[config.mk]
export PLATFORM = sky130hd
export DESIGN_NAME = fifo_split
export DESIGN_NICKNAME = d
export VERILOG_FILES = /design/src/rtl/fifo_split.sv
export SDC_FILE = /design/constraint.sdc
export NUM_CORES = 1
export LEC_CHECK = 0
export ABC_CLOCK_PERIOD_IN_PS = 5200
export BUFFER_PORTS_ARGS = -buffer_cell sky130_fd_sc_hd__buf_2
export CORE_AREA = 5 5 169 204
export CTS_CLUSTER_SIZE = 10
export DETAILED_ROUTE_END_ITERATION = 8
export DIE_AREA = 0 0 174 209
export PLACE_DENSITY = 0.54
export SKIP_CTS_REPAIR_TIMING = 1
export SLEW_MARGIN = 25
export SYNTH_ARGS = -nofsm -noshare
export SYNTH_HDL_FRONTEND = slang
export SYNTH_SLANG_ARGS = --single-unit
[constraint.sdc]
create_clock -name clk -period 5.2 [get_ports clk]
set_input_delay 0.26 -clock clk [delete_from_list [all_inputs] [get_ports clk]]
set_output_delay 0.26 -clock clk [all_outputs]
set_load 0.05 [all_outputs]
[src/rtl/fifo_split.sv]
// fifo_split: word FIFO that emits each 16-bit word as two bytes, high byte first (FIFO_SPLIT_LSB_FIRST_EN swaps the order).
// Latency: a word written into an empty FIFO shows its first byte on data_out one cycle later.
// Backpressure: input_enable drops while DEPTH words are held; data_out/output_valid hold while output_enable is low.
module fifo_split #(
    parameter int DEPTH = 16
) (
    input  logic        clk,
    input  logic        rstn,
    input  logic        input_valid,
    output logic        input_enable,
    input  logic [15:0] data_in,
    output logic        output_valid,
    input  logic        output_enable,
    output logic [7:0]  data_out
);
    localparam int          AW       = $clog2(DEPTH);
    localparam logic [AW:0] FULL_CNT = (AW+1)'(DEPTH);
    localparam logic [AW:0] PTR_ONE  = (AW+1)'(1);

    logic [15:0] mem [DEPTH];
    logic [AW:0] wr_ptr;
    logic [AW:0] rd_ptr;
    logic [AW:0] count;
    logic        byte_sel;
    logic        wr_evt;
    logic        out_evt;
    logic        load;
    logic [15:0] rd_word;
    logic [7:0]  first_byte;
    logic [7:0]  second_byte;
    logic [7:0]  next_byte;

    assign count        = wr_ptr - rd_ptr;
    assign input_enable = (count < FULL_CNT);
    assign wr_evt       = input_valid && input_enable;
    assign out_evt      = output_valid && output_enable;
    // The output register refills whenever it is empty or being drained and a word is held.
    assign load         = (!output_valid || output_enable) && (count != '0);
    assign rd_word      = mem[rd_ptr[AW-1:0]];

`ifdef FIFO_SPLIT_LSB_FIRST_EN
    assign first_byte  = rd_word[7:0];
    assign second_byte = rd_word[15:8];
`else
    assign first_byte  = rd_word[15:8];
    assign second_byte = rd_word[7:0];
`endif

    assign next_byte = byte_sel ? second_byte : first_byte;

    always_ff @(posedge clk) begin
        if (wr_evt) begin
            mem[wr_ptr[AW-1:0]] <= data_in;
        end
    end

    always_ff @(posedge clk or negedge rstn) begin
        if (!rstn) begin
            wr_ptr       <= '0;
            rd_ptr       <= '0;
            byte_sel     <= 1'b0;
            output_valid <= 1'b0;
            data_out     <= 8'h00;
        end else begin
            if (wr_evt) begin
                wr_ptr <= wr_ptr + PTR_ONE;
            end
            if (load) begin
                data_out     <= next_byte;
                output_valid <= 1'b1;
                byte_sel     <= ~byte_sel;
                // Word is freed once its second byte has moved into the output register.
                if (byte_sel) begin
                    rd_ptr <= rd_ptr + PTR_ONE;
                end
            end else if (out_evt) begin
                output_valid <= 1'b0;
            end
        end
    end
endmodule

==> results of run 1 <==
[final cells by class]
| class | instances | area (um^2) | area share |
|---|---|---|---|
| timing repair buffer | 38 | 219 | 0.0174 |
| clock buffer | 56 | 880 | 0.0700 |
| clock inverter | 2 | 12.5 | 0.000996 |
| tap | 412 | 515 | 0.0410 |
| multi-input combinational | 319 | 2710 | 0.216 |
| inverter | 10 | 37.5 | 0.00299 |
| sequential | 276 | 8190 | 0.652 |
[cell usage after synthesis (2+ instances only)]
cell | instances | area, um^2
a211oi_2 | 2 | 25.0
a21oi_1 | 34 | 170
a22oi_1 | 64 | 480
and2_1 | 2 | 12.5
buf_2 | 11 | 55.1
buf_4 | 10 | 75.1
buf_6 | 10 | 113
clkbuf_1 | 3 | 11.3
dfrtp_1 | 20 | 500
edfxtp_1 | 256 | 7690
ha_1 | 9 | 113
inv_1 | 9 | 33.8
mux2_1 | 9 | 101
mux2i_1 | 128 | 1280
nand2_1 | 6 | 22.5
nand2b_1 | 4 | 25.0
nand3_1 | 5 | 25.0
nor2_1 | 12 | 45.0
nor2b_1 | 3 | 18.8
nor3_1 | 5 | 25.0
nor4_1 | 8 | 50.1
xnor2_1 | 9 | 78.8
xor2_1 | 2 | 17.5
[per-stage QoR]
step | utilization | cell area, um^2 | instances | hold WS, ps | setup slack [ps]
2_1_floorplan | - | 11100 | 640 | -35.6 | 1480
3_3_place_gp | 0.358 | 11700 | 1054 | 249 | 1500
3_5_place_dp | 0.359 | 11700 | 1054 | 251 | 1440
4_1_cts | 0.386 | 12500 | 1112 | -354 | 1410
5_1_grt | 0.386 | 12600 | 1113 | 105 | 1260
6_report | 0.386 | 12600 | 1113 | 116 | 1450
[cells by family (layout without fill, tap and decap cells)]
| group | count (synthesis) | count (layout) |
|---|---|---|
| and+or+nand+nor | 52 | 52 |
| buffers and inverters | 45 | 106 |
| xor gates and xnor gates | 12 | 12 |
| DFF | 276 | 276 |
| adders and majority gates | 10 | 10 |
| AOI/OAI and AO/OA | 107 | 107 |
| muxes | 138 | 138 |
[worst paths after layout]
kind                                    end  slack (ps)         from
min in group asynchronous       data_out[0]         190         rstn
worst min-delay path              wr_ptr[3]         120  input_valid
max in group asynchronous         rd_ptr[1]        4630         rstn
worst min register to register  data_out[4]         490  data_out[4]
worst max-delay path             mem[13][4]        1450    rd_ptr[1]
worst max register to register   mem[13][4]        1450    rd_ptr[1]
[state kept, by name (all words and copies together) (netlist names)]
name	flops
byte_sel	1
data_out	8
mem	256
output_valid	1
rd_ptr	5
wr_ptr	5
[power groups by stage]
stage	combinational, uW	sequential (uW)	clock [uW]
after floorplan	1730	2930	0
after global placement	2330	2940	0
after detailed placement	2370	2950	0
after CTS	2370	2910	1990
after global routing	2510	2930	2080
final	2360	2900	1940
[worst min-delay path, cell delays in order]
cell and delay (ps):
buf_2 170, nand3_1 120, xnor2_1 70
[routing by layer]
layer | up-vias | routed length (um) | global-route usage | part of all wire
met3 | 31 | 1270 | 0.0264 | 0.049
met1 | 2874 | 11000 | 0.188 | 0.42
met5 | - | 0 | 0 | 0
li1 | 2595 | - | - | -
met4 | 0 | 710 | 0.0462 | 0.027
met2 | 149 | 13000 | 0.237 | 0.50
==> qor.csv, run 1 <==
stage;metric;value;unit
run_status;status;finished, final reports clean;
sta;min_period;3750;ps
die;die-area;36400;um^2
synth;synth-edff-count;256;
synth;avgSynthCellArea;17.4;um^2
pwr;sw_frac_of_total;0.357;
clocking;cts_sinks;276;
synth;synthXorXnorAreaFrac;0.0101;
worst_setup_path;cp-end-kind;flip-flop;
worst_setup_path;cp_top_family;simple AND/OR/NAND/NOR gates;
pwr;netSwitchingPower;2570;uW
synth;synth.distinct_cells;42;
worst_setup_path;path_max_fanout;38;
sta;hold_viol;0;
worst_setup_path;worstPathArrival;3920;ps
pwr;vdd_drop_max;0.000275;V
pwr;power_density;573;nW/um^2
synth;synth_mux_area_frac;0.125;
placement;routabilityCongestion;0.923;
synth;seq_area_frac_synth;0.735;
clocking;clock_latency;560;ps
global_routing;grt_max_degree;65;
sta;max-slew-margin-rel;0.373;
routing;first_iter_violations;480;
global_routing;overflow;0;
synth;synth_top_family_by_area;multiplexers;
routing;wl;26000;um
global_routing;track_usage;0.142;
clocking;htree_levels;1;
synth;syn-cell-area;11100;um^2
synth;synth-seq-cells;276;
worst_setup_path;crit_type;reg -> reg;
final_layout;nets;706;
sta;slew_viol_final;0;
die;die_w;174;um
worst_setup_path;path_depth;8;
routing;drt_pass1_iterations;4;
pwr;p_int;4630;uW
min_path;hold_depth;3;
pwr;p_leak;0.00432;uW
routing;ant_nets;0;
routing;wl_per_cell;23.3;um
pwr;clkPwrFrac;0.269;
clocking;path_clk_slew;60;ps
die;ioPinCount;30;
sta;tightestPinTransition;940;ps
sta;fmax;267;MHz
pwr;total_power;7200;uW
placement;dp_hpwl;17000;um
synth;synth_nets;670;
sta;fin_setup_tns;0;ps
global_routing;antenna_found_initial;0;
synth;synthCells;640;
synth;yosysWarningCount;0;
synth;ys_dominant_reg_cell;edfxtp_1;
sta;setup_viol;0;
routing;vias;5649;
final_layout;mostFrequentLayoutCell;edfxtp_1;
clocking;cts_root_buf;clkbuf_16;
final_layout;drive_above_1_share;0.143;
clocking;tritoncts;built;
die;initial_utilization;0.342;
pwr;p_seq_frac;0.403;
worst_setup_path;crit_buf_inv;2;
synth;synth-adder-area-share;0.0119;
synth;synthArstFlopShare;0.0725;
die;die_h;209;um
sta;fin_crit_sh;0.721;
worst_setup_path;slowest_delay;840;ps
die;core_area;32500;um^2
sta;rsz0062_at_grt;false;
worst_setup_path;ff2ff_path_depth;8;
routing;vias_per_cell;5.08;
final_layout;synthToLayoutAreaGrowth;12.9;%
routing;drc;0;
final_layout;mostFrequentLayoutCells;edfxtp_1, mux2i_1, a22oi_1, a21oi_1, clkbuf_16;
clocking;clockBufferDepth;3;
worst_setup_path;cp_slowest_cell;dfrtp_4;
global_routing;grt_pass1_wl;38800;um
synth;synth-simple-area-share;0.0248;
worst_setup_path;cp-start-kind;flip-flop;
flow_run;cap_violations;0;
die;num_rows;73;
final_layout;fillers;2970;
min_path;min_path_type;in -> reg;
final_layout;n_antenna_cell;0;
global_routing;grt_pass1_vias;5904;
worst_setup_path;crit_chain;inv_1, fa_1, a21o_1, a21oi_2, xnor2_2, inv_2, nand3_1, nor2_2;
placement;io_buffers;29;
sta;skew;19.6;ps
clocking;cts_buffers;31;
worst_setup_path;cp.required;5370;ps
pwr;p_comb_frac;0.328;
synth;synth_compound_area_frac;0.0661;
Power figures use the tool's default switching activity.
==> run 2: changes to the inputs <==
Settings changed: ABC_CLOCK_PERIOD_IN_PS 5200 to 3100, PLACE_DENSITY 0.54 to 0.56.
Clock period 5.2 ns to 3.1 ns, I/O delays scaled along.
==> run 2 against run 1 <==
  * Clock skew down 5.9 ps
  * Core utilization up 0.88 points
  * Setup slack worse by 1400 ps
  * Sequential share of layout area down 1.5 points
  * Via count up 2.1%
  * Critical path depth up 3
  * Register-to-register slack worse by 1400 ps
  * Power up 68%
  * Final area up 2.3%
  * Sequential power up 63%
  * Global-route usage down 0.48 points
  * Clock-buffer cell count down 1
  * Critical path type unchanged
==> qor.csv, run 2 (same netlist as run 1, synthesis figures left out) <==
stage;metric;value;unit
min_path;holdPathEnd;mem[1][14];
global_routing;track_usage;0.137;
routing;wl;25300;um
pwr;total_power;12100;uW
worst_setup_path;crit_top_cell;inv_1;
clocking;tritoncts;built;
final_layout;drive_above_1_share;0.178;
die;die-area;36400;um^2
worst_setup_path;worstReg2RegStart;wr_ptr[0];
pwr;p_comb_frac;0.339;
die;die_w;174;um
worst_setup_path;crit_buf_inv;4;
pwr;power_density;941;nW/um^2
global_routing;grt_pass1_vias;6229;
pwr;p_leak;0.00450;uW
worst_setup_path;ff2ff_path_depth;11;
routing;drt_pass1_iterations;5;
routing;vias_per_cell;5.03;
placement;post-place-ws;95.7;ps
worst_setup_path;crit_type;reg -> reg;
final_layout;synthToLayoutAreaGrowth;15.4;%
worst_setup_path;cp.required;3340;ps
pwr;p_int;7950;uW
sta;max-slew-margin-rel;0.356;
final_layout;mostFrequentLayoutCells;edfxtp_1, mux2i_1, a22oi_1, buf_4, a21oi_1;
die;ioPinCount;30;
final_layout;nets;740;
pwr;sw_frac_of_total;0.343;
die;num_rows;73;
run_status;status;finished, final reports clean;
final_layout;utilization;0.395;
pwr;clkPwrFrac;0.270;
final_layout;n_antenna_cell;0;
clocking;htree_levels;1;
worst_setup_path;cp_top_family;buffers and inverters;
pwr;p_seq_frac;0.390;
global_routing;antenna_found_initial;0;
sta;skew;13.7;ps
clocking;cts_buffers;31;
sta;min_period;3020;ps
placement;routabilityCongestion;0.794;
worst_setup_path;cp-start-kind;flip-flop;
routing;drc;0;
clocking;clock_latency;550;ps
worst_setup_path;slowest_delay;440;ps
pwr;vdd_drop_max;0.00128;V
clocking;cts_root_buf;clkbuf_16;
min_path;worstHoldStart;data_in[14];
sta;worst_slack;78.1;ps
die;initial_utilization;0.342;
global_routing;overflow;0;
clocking;path_clk_slew;60;ps
flow_run;cap_violations;0;
sta;hold_viol;0;
die;die_h;209;um
worst_setup_path;r2r-end;mem[1][15];
routing;ant_nets;0;
worst_setup_path;path_max_fanout;12;
global_routing;grt_pass1_wl;38200;um
worst_setup_path;ff2ff_setup_slack;80;ps
worst_setup_path;cp-end-kind;flip-flop;
min_path;min_path_type;in -> reg;
die;core_area;32500;um^2
sta;whs;36.1;ps
sta;fin_crit_sh;0.975;
routing;wl_per_cell;22.1;um
global_routing;grt_max_degree;55;
clocking;clockBufferDepth;3;
sta;fmax;331;MHz
sta;setup_viol;0;
sta;fin_setup_tns;0;ps
routing;vias;5769;
sta;tightestPinTransition;965;ps
sta;slew_viol_final;0;
worst_setup_path;crit_chain;inv_1, ha_1, inv_1, fa_1, a21o_1, a21oi_2, xnor2_2, inv_2, nand3_1, nor3_4, buf_4;
worst_setup_path;worstPathArrival;3260;ps
clocking;cts_sinks;276;
sta;rsz0062_at_grt;true;
min_path;hold_depth;1;
pwr;netSwitchingPower;4150;uW
placement;dp_hpwl;17300;um
final_layout;mostFrequentLayoutCell;edfxtp_1;
routing;first_iter_violations;381;
placement;io_buffers;29;
worst_setup_path;cp_slowest_cell;dfrtp_1;
final_layout;largest_reg_flops;256;
-- run 2: cell types whose count changed in the layout (fill, tap and decap cells not counted), sizes merged --
cell	previous run	this run
buf	37	70
bufinv	0	1
clkbuf	56	55
clkinv	1	0
dlygate4sd3	1	2
-- run 2: worst register-to-register path: stages (launching register included) --
cell and delay [ps]:
dfrtp_1 440, inv_1 130, ha_1 170, inv_1 50, fa_1 390, a21o_1 180
a21oi_2 180, xnor2_2 140, inv_2 210, nand3_1 320, nor3_4 270, buf_4 220
-- run 2: final cells by class --
type / instances / area, um^2
timing repair buffer: 72 / 473
clock buffer: 55 / 866
clock inverter: 2 / 38.8
tap: 412 / 515
fill: 3012 / 19700
sequential: 276 / 8190
inverter: 10 / 37.5
multi-input combinational: 319 / 2730
-- run 2: power by group through the flow --
stage	sequential, uW	combinational (uW)	clock, uW
floorplan	4910	2930	0
global placement	4790	4080	0
detailed placement	4800	4120	0
CTS	4730	4140	3340
global route	4760	4430	3510
finish	4720	4100	3270
-- run 2: metrics by stage --
stage	cell area, um^2	instances
global route	12900	1146
floorplan	11200	640
finish	12900	1146
detailed placement	11900	1084
global placement	11900	1084
CTS	12800	1141
-- run 2: worst max-delay path by stage --
stage                     slack [ps]      start         end  depth (start not counted)
after global placement           150  wr_ptr[0]  mem[3][13]                         11
after detailed placement         100  wr_ptr[0]  mem[1][14]                         11
after CTS                         70  wr_ptr[0]  mem[1][15]                         11
after floorplan                 -200  rd_ptr[1]  mem[12][0]                         12
final                             80  wr_ptr[0]  mem[1][15]                         11
after global routing             -60  wr_ptr[0]  mem[1][11]                         11
-- run 2: metal layers --
layer,vias to the layer above,GRT usage,wire [um]
met1,2946,0.172,10600
met5,-,0,0
met2,124,0.248,13300
li1,2662,-,-
met4,0,0.0434,588
met3,37,0.0152,861
